[config.mk]
export PLATFORM = sky130hd
export DESIGN_NAME = br_wb_arbiter
export DESIGN_NICKNAME = d
export VERILOG_FILES = /design/src/rtl/br_wb_arbiter.sv
export SDC_FILE = /design/constraint.sdc
export NUM_CORES = 1
export LEC_CHECK = 0
export ABC_AREA = 0
export CAP_MARGIN = 10
export CORE_UTILIZATION = 45
export DETAILED_ROUTE_END_ITERATION = 10
export HOLD_SLACK_MARGIN = 0.08
export PLACE_DENSITY = 0.91
export SYNTH_ARGS = -nofsm -noshare
export SYNTH_HDL_FRONTEND = slang
export SYNTH_SLANG_ARGS = --single-unit
export TNS_END_PERCENT = 20
[constraint.sdc]
create_clock -name clk -period 4.1 [get_ports clk]
set_clock_uncertainty 0.05 [all_clocks]
set_input_delay 1.025 -clock clk [delete_from_list [all_inputs] [get_ports clk]]
set_output_delay 1.025 -clock clk [all_outputs]
set_load 0.1 [all_outputs]
[src/rtl/br_wb_arbiter.sv]
// rtl/br_wb_arbiter.sv - round-robin writeback arbiter for the register bank write port
// Two requesters (ALU, load) share one registered write stage; writes to r0 are dropped.
module br_wb_arbiter #(
    parameter int DATA_W = 32,
    parameter int ADDR_W = 5,
    parameter int CNT_W  = 16
) (
    input  logic              clk,
    input  logic              rst,
    input  logic              hold,
    input  logic              a_valid,
    input  logic [ADDR_W-1:0] a_addr,
    input  logic [DATA_W-1:0] a_data,
    output logic              a_ready,
    input  logic              m_valid,
    input  logic [ADDR_W-1:0] m_addr,
    input  logic [DATA_W-1:0] m_data,
    output logic              m_ready,
    output logic [ADDR_W-1:0] W_register,
    output logic [DATA_W-1:0] W_data,
    output logic              RegEn,
    input  logic [ADDR_W-1:0] R_register_1,
    input  logic [ADDR_W-1:0] R_register_2,
    output logic              hazard_1,
    output logic              hazard_2,
    output logic [CNT_W-1:0]  conflict_cnt
);

    localparam logic GRANT_A = 1'b0;
    localparam logic GRANT_M = 1'b1;

    logic              last_grant;
    logic              a_pick;
    logic              m_pick;
    logic              xfer;
    logic              both_valid;
    logic [ADDR_W-1:0] sel_addr;
    logic [DATA_W-1:0] sel_data;
    logic              sel_live;

    assign both_valid = a_valid && m_valid;

    // Contention goes to whoever did not win last; reset leaves M as last so A wins first.
    always_comb begin
        a_pick = 1'b0;
        m_pick = 1'b0;
        if (!rst && !hold) begin
            if (both_valid) begin
                a_pick = (last_grant == GRANT_M);
                m_pick = (last_grant == GRANT_A);
            end else begin
                a_pick = a_valid;
                m_pick = m_valid;
            end
        end
    end

    assign a_ready  = a_pick;
    assign m_ready  = m_pick;
    assign xfer     = a_pick || m_pick;
    assign sel_addr = m_pick ? m_addr : a_addr;
    assign sel_data = m_pick ? m_data : a_data;
    assign sel_live = xfer && (sel_addr != '0);

    always_ff @(posedge clk or posedge rst) begin
        if (rst) begin
            last_grant   <= GRANT_M;
            RegEn        <= 1'b0;
            W_register   <= '0;
            W_data       <= '0;
            conflict_cnt <= '0;
        end else begin
            RegEn <= sel_live;
            if (sel_live) begin
                W_register <= sel_addr;
                W_data     <= sel_data;
            end
            if (xfer) begin
                last_grant <= m_pick ? GRANT_M : GRANT_A;
            end
            if (both_valid && !hold && (conflict_cnt != {CNT_W{1'b1}})) begin
                conflict_cnt <= conflict_cnt + CNT_W'(1);
            end
        end
    end

    // A read is unsafe while a matching write is staged or still being requested.
    assign hazard_1 = (R_register_1 != '0) &&
                      ((RegEn && (W_register == R_register_1)) ||
                       (a_valid && (a_addr == R_register_1)) ||
                       (m_valid && (m_addr == R_register_1)));

    assign hazard_2 = (R_register_2 != '0) &&
                      ((RegEn && (W_register == R_register_2)) ||
                       (a_valid && (a_addr == R_register_2)) ||
                       (m_valid && (m_addr == R_register_2)));

endmodule

==> out/qor.yml <==
cts:
  cts_tree: "done"
  cts-root-buf: "clkbuf_8"
  cts_buffer_depth: 2
  cts_resized: 0
  clkTransAtPathRegs_ns: 0.10
  cts_made_buffers: 5
  htreeDepth: 2
  clock_latency_ns: 0.31
  cts_hold_buf: 0
  cts_sinks: 55
  post_cts_buffers: 0
min_path:
  hold_path.class: "flop to flop"
  min_to: "conflict_cnt[6]"
  hold_start: "conflict_cnt[6]"
  min_path_cells: 1
drt:
  wl_mm: 8.577
  dr.pass1.iters: 9
  drc_errors: 14
  vias_per_cell: 5.211
  ant_nets: 0
  vias: 2866
  wl_per_cell_um: 15.59
  drt_iter0_drc: 142
floorplanning:
  start_util: 0.4754
  core_area_sq_um: 6495
  dieWidth_um: 84.84
  rows: 29
  ios: 147
  dieArea_sq_um: 7198
  die_y_um: 84.84
finish:
  ff_latch_area_sq_um: 1378
  multiInputGateArea_sq_um: 1594
  drive_gt1_frac: 0.1121
  fillers: 471
  area_growth_syn_to_layout_pct: 53.28
  n_antenna_cell: 0
  final_cells: 550
  fin_nets: 562
  finish.instance_area_sq_um: 4733
timing:
  slew_viol_final: 0
  post-route-period-util: 0.9623
  rsz0062_at_grt: "false"
  period_needed_ns: 3.945
  slew_headroom: 0.3287
  fmax_mhz: 253.5
  tightest_slew_ns: 1.004
  setup_viol: 0
  fin_setup_tns_ns: 0
  final-hold-violation-count: 0
yosys:
  syn_inst: 328
  synth_largest_area_cell: "dfrtp_1"
  synthFlopType: "dfrtp_1"
  netlist_top_cells_count: "72 x nand2_1, 54 x dfrtp_1, 35 x nor2_1"
  ys_async_sr_fraction: 1.000
  ys_types: 37
  yosys_warnings: 0
  syn_area_per_cell_sq_um: 9.415
  synth_top_area_share: 0.4376
  synth_area_leaders: "dfrtp_1 44%, nand2_1 8.8%, xor2_1 8.2%, a31oi_1 5.1%, nor2_1 4.3%"
  syn-num-nets: 418
  ys_seq_elements: 55
  seq_area_frac_synth: 0.4461
  syn-cell-area_sq_um: 3088
  synth_edf_count: 0
  yosysMostFrequentCell: "nand2_1"
critical_path:
  ff2ff_setup_slack_ns: 2.04
  cp_max_fo: 4
  cp-end-kind: "primary output"
  rr_startpoint: "last_grant"
  worst-endpoint-arrival_ns: 2.87
  ff2ff_path_depth: 7
  cp-start-kind: "input port"
  r2r_end: "W_data[25]"
  criticalPathCategory: "input port to primary output"
  cp.required_ns: 3.02
pwr:
  power_density_nw_per_um2: 475.4
  ir_worst_vdd_uv: 694.1
  p_leak_nw: 1.898
grt:
  antenna_found_initial: 0
  use_met3: 0.04183
  grt_pass1_vias: 2833
  busiest_layer: "met2"
  track_usage: 0.2454
  grt-ovfl-total: 0
  grt_pass1_wl_mm: 14.00
  gr-usage-met1: 0.3027
  grt_max_degree: 56
  use_met2: 0.4464
flow_run:
  drv_cap: 0
placed_design:
  dp_hpwl_mm: 6.540
  port_buffers: 146
  dp.cells: 542
  placed_area_sq_um: 4618
  gp_congestion: 0.8898
run_status:
  outcome: "finished with violations"
  violations: "design-rule violations"
==> placed cells by master (no fill, tap or decap), types with 3 or more instances in the layout <==
cell type / Yosys / final
a21oi_2: 3 / 4
nor2_1: 35 / 35
nand2_1: 72 / 72
nand3_1: 7 / 7
buf_4: 1 / 5
nor2_2: 11 / 11
a31oi_1: 25 / 25
clkbuf_8: 0 / 5
mux2i_1: 6 / 6
dfrtp_1: 54 / 54
clkdlybuf4s50_1: 0 / 142
buf_12: 0 / 4
nand4_1: 4 / 4
xnor2_1: 15 / 15
and3_1: 6 / 6
o21ai_0: 4 / 4
a31oi_2: 9 / 9
nor4_1: 7 / 7
xor2_1: 29 / 29
or4_1: 3 / 3
==> report_power, final <==
part	leakage (nW)	internal, mW	total [mW]	switching [mW]
logic	1.19	0.321	1.17	0.850
clock network	0.0548	0.184	0.365	0.181
registers	0.651	0.632	0.713	0.0819
==> cell type report <==
type / count / share of cell area
Inverter: 3 / 0.002379
Multi-Input combinational cell: 256 / 0.3368
Tap cell: 77 / 0.02035
Sequential cell: 55 / 0.2910
Clock inverter: 3 / 0.009781
Timing Repair Buffer: 151 / 0.3251
Clock buffer: 5 / 0.01454
==> critical path, cell delays in order <==
cell and delay [ns]:
clkdlybuf4s50_1 0.49, xor2_1 0.21, nor4_1 0.39, and3_1 0.21, a31oi_1 0.04, a21oi_1 0.28
buf_12 0.22
==> sequential cells by signal (all words and copies together), names as in the netlist <==
signal,count
last_grant,1
RegEn,1
W_data,32
W_register,5
conflict_cnt,16
==> metal layers <==
layer  vias to the layer above  part of all wire
met5                         -                 0
met4                         0             0.011
met3                         9             0.075
met2                       119              0.52
met1                      1324              0.40
li1                       1414                 -
==> cell families (layout without fill, tap and decap cells) <==
| group | Yosys count | in the layout | share of synthesized area |
|---|---|---|---|
| buffers and inverters | 17 | 162 | 0.03890 |
| adders and majority gates | 1 | 1 | 0.004051 |
| muxes | 8 | 8 | 0.02674 |
| DFF | 55 | 55 | 0.4461 |
| xor gates and xnor gates | 44 | 44 | 0.1248 |
| and+or+nand+nor | 153 | 153 | 0.2249 |
| AOI/OAI and AO/OA | 50 | 50 | 0.1345 |
==> worst max path at each step <==
stage,startpoint,end,slack (ns)
after floorplan,m_addr[1],hazard_1,-0.07
after CTS,m_addr[1],hazard_1,0.18
after global placement,m_addr[1],hazard_1,0.34
after global routing,m_addr[1],hazard_1,0.06
final,m_addr[1],hazard_1,0.15
after detailed placement,m_addr[1],hazard_1,0.20
==> through the flow <==
stage	hold WS (ns)	util	total power [mW]	setup slack, ns
finish	0.4386	0.7288	2.250	0.1546
global route	0.4601	0.7288	2.338	0.06468
CTS	0.4454	0.7288	2.266	0.1803
detailed placement	0.4305	0.7110	1.899	0.1996
global placement	0.4083	0.7110	1.878	0.3366
floorplan	0.4000	-	1.555	-0.07178
(Power assumes the default switching activity.)
==> RTL change 1 (config.mk and constraints unchanged) <==
The parameter `DATA_W` goes from 32 to 64.
--- a/src/rtl/br_wb_arbiter.sv
+++ b/src/rtl/br_wb_arbiter.sv
@@ -1,7 +1,7 @@
 // rtl/br_wb_arbiter.sv - round-robin writeback arbiter for the register bank write port
 // Two requesters (ALU, load) share one registered write stage; writes to r0 are dropped.
 module br_wb_arbiter #(
-    parameter int DATA_W = 32,
+    parameter int DATA_W = 64,
     parameter int ADDR_W = 5,
     parameter int CNT_W  = 16
 ) (
Ports: changed (resized W_data, a_data and m_data); port bits go from 147 to 243. The function was not compared with the original's and may differ.
==> RTL change 1 against the original RTL <==
Synthesized cell count grew 54%. Sequential cell count grew 32. Clock power grew 93%. First-iteration DRC count grew 82%. Design area grew 51%. Register-to-register slack lost 60 ps. Hold slack lost 13 ps. Die area grew 40%. Setup slack gained 96 ps. Routed wire length grew 60%. Power grew 64%. Combinational power grew 60%. Synthesized area grew 41%. Critical path type unchanged. Critical endpoint is now hazard_2. Largest cell class is now buffers.
==> RTL change 1: results (changes against the original RTL) <==
* Layout cells sized above 1 at 0.0447 (was 0.112)
* Hold Worst Slack at 426 ps (was 439 ps)
* Nets at 888 (was 562)
* Worst-Margin Slew at 1030 ps (was 1000 ps)
* PortBufs at 242 (was 146)
* Vias in the first global route at 4433 (was 2833)
* Crit. Startpoint: m_addr[3] (was m_addr[1])
* Compound-gate portion of the synthesized area at 0.119 (was 0.135)
* PD cells at 517 nW/µm² (was 475 nW/µm²)
* Final Wtd Congestion at 0.884 (was 0.890)
* Syn_nets at 658 (was 418)
* Largest net degree at the start of global routing at 79 (was 56)
* Xor and xnor area share after synthesis at 0.0884 (was 0.125)
* Via count at 4488 (was 2866)
* Reg2Reg Setup Slack at 1980 ps (was 2040 ps)
* Distinct cells, synth at 32 (was 37)
* Hold path depth at 2 (was 1)
* Dpl hpwl at 10400 µm (was 6540 µm)
* H-tree levels at 3 (was 2)
* Initial DRC count at 259 (was 142)
* # fillers at 651 (was 471)
* All-Layer GR Usage at 0.274 (was 0.245)
* Inst Count DP at 852 (was 542)
* First-pass GRT wire length at 21600 µm (was 14000 µm)
* Syn Inst Count at 504 (was 328)
* Clock transition at path regs at 80 ps (was 100 ps)
* Synth top cells by count: nand2_1, dfrtp_1, nor2_1 (unchanged)
* Post-synthesis adder-cell area fraction at 0.00287 (was 0.00405)
* Synth top area cells: dfrtp_1, nand2_1, a31oi_1 (was dfrtp_1, nand2_1, xor2_1)
* Multiplexer area fraction after synthesis at 0.0118 (was 0.0267)
* Critical path arrival at 2770 ps (was 2870 ps)
* Routed len/inst at 15.8 µm (was 15.6 µm)
* Num CTS Buffers at 9 (was 5)
* DR pass1 iterations at 4 (was 9)
* Status: finished clean (was finished with violations)
* Leak at 2.92 nW (was 1.90 nW)
* Register area share after synthesis at 0.499 (was 0.446)
* Regs by FF count: W_data (64), conflict_cnt (16), W_register (5) (was W_data (32), conflict_cnt (16), W_register (5))
* Dpl cell area at 6910 µm² (was 4620 µm²)
* Worst-Skew Late Latency at 340 ps (was 310 ps)
* Worst Hold Launch: last_grant (was conflict_cnt[6])
* Maximum VDD drop at 0.381 mV (was 0.694 mV)
* Dpl ws at 279 ps (was 200 ps)
* Worst R2R End: W_data[18] (was W_data[25])
RTL change 1: changes by cell type after synthesis, moves of 3 or more:
cell / unedited run / this run
nand2_1: 72 / 143
a31oi_1: 25 / 71
nor2_1: 35 / 74
dfrtp_1: 54 / 86
clkbuf_1: 6 / 22
nor2_2: 11 / 0
a31oi_2: 9 / 0
a21oi_2: 3 / 0
RTL change 1: layout make-up:
type | instances | area share
Timing Repair Buffer | 248 | 0.353
Tap cell | 129 | 0.0226
Clock buffer | 11 | 0.0184
Clock inverter | 5 | 0.0145
Sequential cell | 87 | 0.305
Inverter | 3 | 0.00175
Multi-Input combinational cell | 385 | 0.285
RTL change 1: cell families after synthesis:
group                    count (synthesis)
AND/OR/NAND/NOR                        255
flip-flops                              87
XOR/XNOR                                44
buffers and inverters                   32
adder cells (fa/ha/maj)                  1
multiplexers                             5
AO/OA/AOI/OAI                           80
RTL change 1: how the worst max path moves through the flow:
stage	endpoint	slack, ps
2_1_floorplan	hazard_2	-70
4_1_cts	hazard_2	280
3_5_place_dp	hazard_2	280
3_3_place_gp	hazard_2	270
6_report	hazard_2	250
5_1_grt	hazard_2	140
RTL change 1: per-layer routing:
metal / wire length (µm) / part of all wire / GRT usage
met1: 5120 / 0.37 / 0.310
met3: 1100 / 0.081 / 0.0700
met5: 0 / 0 / 0
met4: 331 / 0.024 / 0.0981
met2: 7150 / 0.52 / 0.496
RTL change 1: worst max-delay path: stages:
cell and delay [ps]:
clkdlybuf4s50_1 510, xor2_1 210, nor4_1 250, and3_1 190
a31oi_1 40, a21oi_1 320, buf_12 220
RTL change 1: where the power goes:
part | internal, W | leakage [nW] | switching (W)
clock | 0.000407 | 0.118 | 0.000298
combinational | 0.000496 | 1.80 | 0.00137
sequential | 0.00100 | 1.00 | 0.000119
total | 0.00191 | 2.92 | 0.00179
==> RTL change 2 (same settings) <==
Made on the original files. Put one more register stage on the output `conflict_cnt`, without a reset. The value now appears one clock later. The other outputs are not delayed to match.
--- a/src/rtl/br_wb_arbiter.sv
+++ b/src/rtl/br_wb_arbiter.sv
@@ -28,6 +28,8 @@
 
     localparam logic GRANT_A = 1'b0;
     localparam logic GRANT_M = 1'b1;
+
+    logic [CNT_W-1:0] conflict_cnt_s0;
 
     logic              last_grant;
     logic              a_pick;
@@ -68,7 +70,7 @@
             RegEn        <= 1'b0;
             W_register   <= '0;
             W_data       <= '0;
-            conflict_cnt <= '0;
+            conflict_cnt_s0 <= '0;
         end else begin
             RegEn <= sel_live;
             if (sel_live) begin
@@ -78,8 +80,8 @@
             if (xfer) begin
                 last_grant <= m_pick ? GRANT_M : GRANT_A;
             end
-            if (both_valid && !hold && (conflict_cnt != {CNT_W{1'b1}})) begin
-                conflict_cnt <= conflict_cnt + CNT_W'(1);
+            if (both_valid && !hold && (conflict_cnt_s0 != {CNT_W{1'b1}})) begin
+                conflict_cnt_s0 <= conflict_cnt_s0 + CNT_W'(1);
             end
         end
     end
@@ -95,5 +97,9 @@
                        (a_valid && (a_addr == R_register_2)) ||
                        (m_valid && (m_addr == R_register_2)));
 
+    always_ff @(posedge clk) begin
+        conflict_cnt <= conflict_cnt_s0;
+    end
+
 endmodule
 
Check against the original RTL: not equivalent (a bounded check fails within 4 cycles, from zero or initial values and one cycle with rst high).
==> RTL change 2 against the original RTL <==
Sequential cell count up 16. Clock power up 61%. Sequential power up 27%. Synthesized area up 9.9%. Hold slack worse by 65 ps. Cell count up 8.4%. Die area up 9.7%. Design area up 9.0%. Non-clock buffer count unchanged. Setup slack better by 150 ps. Routed wire length up 5.2%. Critical path depth unchanged. Power up 19%. Largest cell class is now sequential cells.
==> RTL change 2: results (changes against the original RTL) <==
* Layout cells sized above 1 at 0.0986 (was 0.112)
* Dpl cell area at 4940 µm² (was 4620 µm²)
* Wire length on met3 at 616 µm (was 640 µm)
* Gates resized, CTS repair at 0 (unchanged)
* Leak at 2.08 nW (was 1.90 nW)
* Relative slew slack at 0.321 (was 0.329)
* Vias in the first global route at 2976 (was 2833)
* Metal2 WL at 4660 µm (was 4430 µm)
* Regs by FF count: W_data (32), conflict_cnt (16), conflict_cnt_s0 (16) (was W_data (32), conflict_cnt (16), W_register (5))
* Yosys warnings at 0 (unchanged)
* Distinct cells, synth at 42 (was 37)
* Syn_nets at 435 (was 418)
* Hold WC Path Type: flop to flop (unchanged)
* Met3 usage at 0.0532 (was 0.0418)
* H-tree levels at 3 (was 2)
* Number of flops mapped to enable cells by yosys at 0 (unchanged)
* Dpl hpwl at 6860 µm (was 6540 µm)
* # fillers at 523 (was 471)
* Asr flop ratio synth at 0.775 (was 1.00)
* Average vias per placed instance at 5.18 (was 5.21)
* Initial DRC count at 110 (was 142)
* Routed len/inst at 15.1 µm (was 15.6 µm)
* DR pass1 iterations at 5 (was 9)
* Diode count at 0 (unchanged)
* Worst-Skew Late Latency at 330 ps (was 310 ps)
* Num CTS Buffers at 9 (was 5)
* First-pass GRT wire length at 14000 µm (about the same)
* Clock transition at path regs at 70 ps (was 100 ps)
* Register area share after synthesis at 0.500 (was 0.446)
* GR Layer Usage met2 at 0.412 (was 0.446)
* Maximum VDD drop at 0.288 mV (was 0.694 mV)
* Clock Tree Buf Depth at 2 (unchanged)
* Synth top area cells: dfrtp_1, dfxtp_1, nand2_1 (was dfrtp_1, nand2_1, xor2_1)
* Setup bufs post-CTS at 0 (unchanged)
* Top sig layer: met4 (unchanged)
* CTS root buf: clkbuf_8 (unchanged)
* Slowest CP cell: clkdlybuf4s50_1 (unchanged)
* Nets at 582 (was 562)
* Critical path arrival at 2720 ps (was 2870 ps)
* Worst-path fanout max at 4 (unchanged)
* Delay-heaviest family, CP: buffers and inverters (unchanged)
* Initial antenna violation count at 0 (unchanged)
* Final Wtd Congestion at 0.837 (was 0.890)
* All-Layer GR Usage at 0.237 (was 0.245)
* Routed length on met1 at 3630 µm (was 3420 µm)
* Largest net degree at the start of global routing at 45 (was 56)
* Met1 Use GR at 0.294 (was 0.303)
* Slowest cell delay on critical path at 510 ps (was 490 ps)
* Status: finished clean (was finished with violations)
* Synth top cells by count: nand2_1, dfrtp_1, nor2_1 (unchanged)
* PortBufs at 146 (unchanged)
==> RTL change 2: area by class of cell <==
class / count / share of cell area
clock inverters: 5 / 0.0160
well taps: 99 / 0.0240
repair buffers: 151 / 0.298
multi-input cells: 255 / 0.304
clock buffers: 11 / 0.0255
flip-flops and latches: 71 / 0.329
inverters: 4 / 0.00291
==> RTL change 2: cells by family (layout without fill, tap and decap cells) <==
logic type               after synthesis  after routing  synth area share
AO/OA/AOI/OAI                         52             52             0.123
flip-flops                            71             71             0.500
XOR/XNOR                              41             41             0.106
buffers and inverters                 19            171            0.0387
multiplexers                           7              7            0.0210
adder cells (fa/ha/maj)                1              1           0.00369
AND/OR/NAND/NOR                      154            154             0.208
==> RTL change 2: worst reg2reg max path, cell delays in order, from the launching register on <==
cell,delay (ps)
dfstp_2,550
nand2_1,110
nand3_2,120
inv_2,200
a211oi_4,270
buf_4,460
nor2_1,120
a31oi_1,170
==> RTL change 2: worst paths after layout <==
check | to | start | slack, ps | cells after the start
max | hazard_1 | R_register_1[1] | 300 | 7
min | conflict_cnt[12] | conflict_cnt_s0[12] | 370 | 0
max reg2reg | W_data[31] | last_grant | 1980 | 7
min reg2reg | conflict_cnt[12] | conflict_cnt_s0[12] | 370 | 0
max in group asynchronous | W_data[13] | rst | 2080 | 3
min in group asynchronous | W_data[31] | rst | 1150 | 2
==> RTL change 2: power breakdown <==
part           leakage, nW  internal, W  switching [W]
logic                 1.20     0.000322       0.000863
clock network        0.107     0.000344       0.000244
registers            0.776     0.000811      0.0000925
==> RTL change 2: through the flow <==
stage	worst slack, ps	utilization	instances
5_1_grt	178	0.711	596
6_report	304	0.711	596
3_5_place_dp	313	0.682	580
2_1_floorplan	-71.8	-	345
3_3_place_gp	337	0.682	580
4_1_cts	315	0.711	596
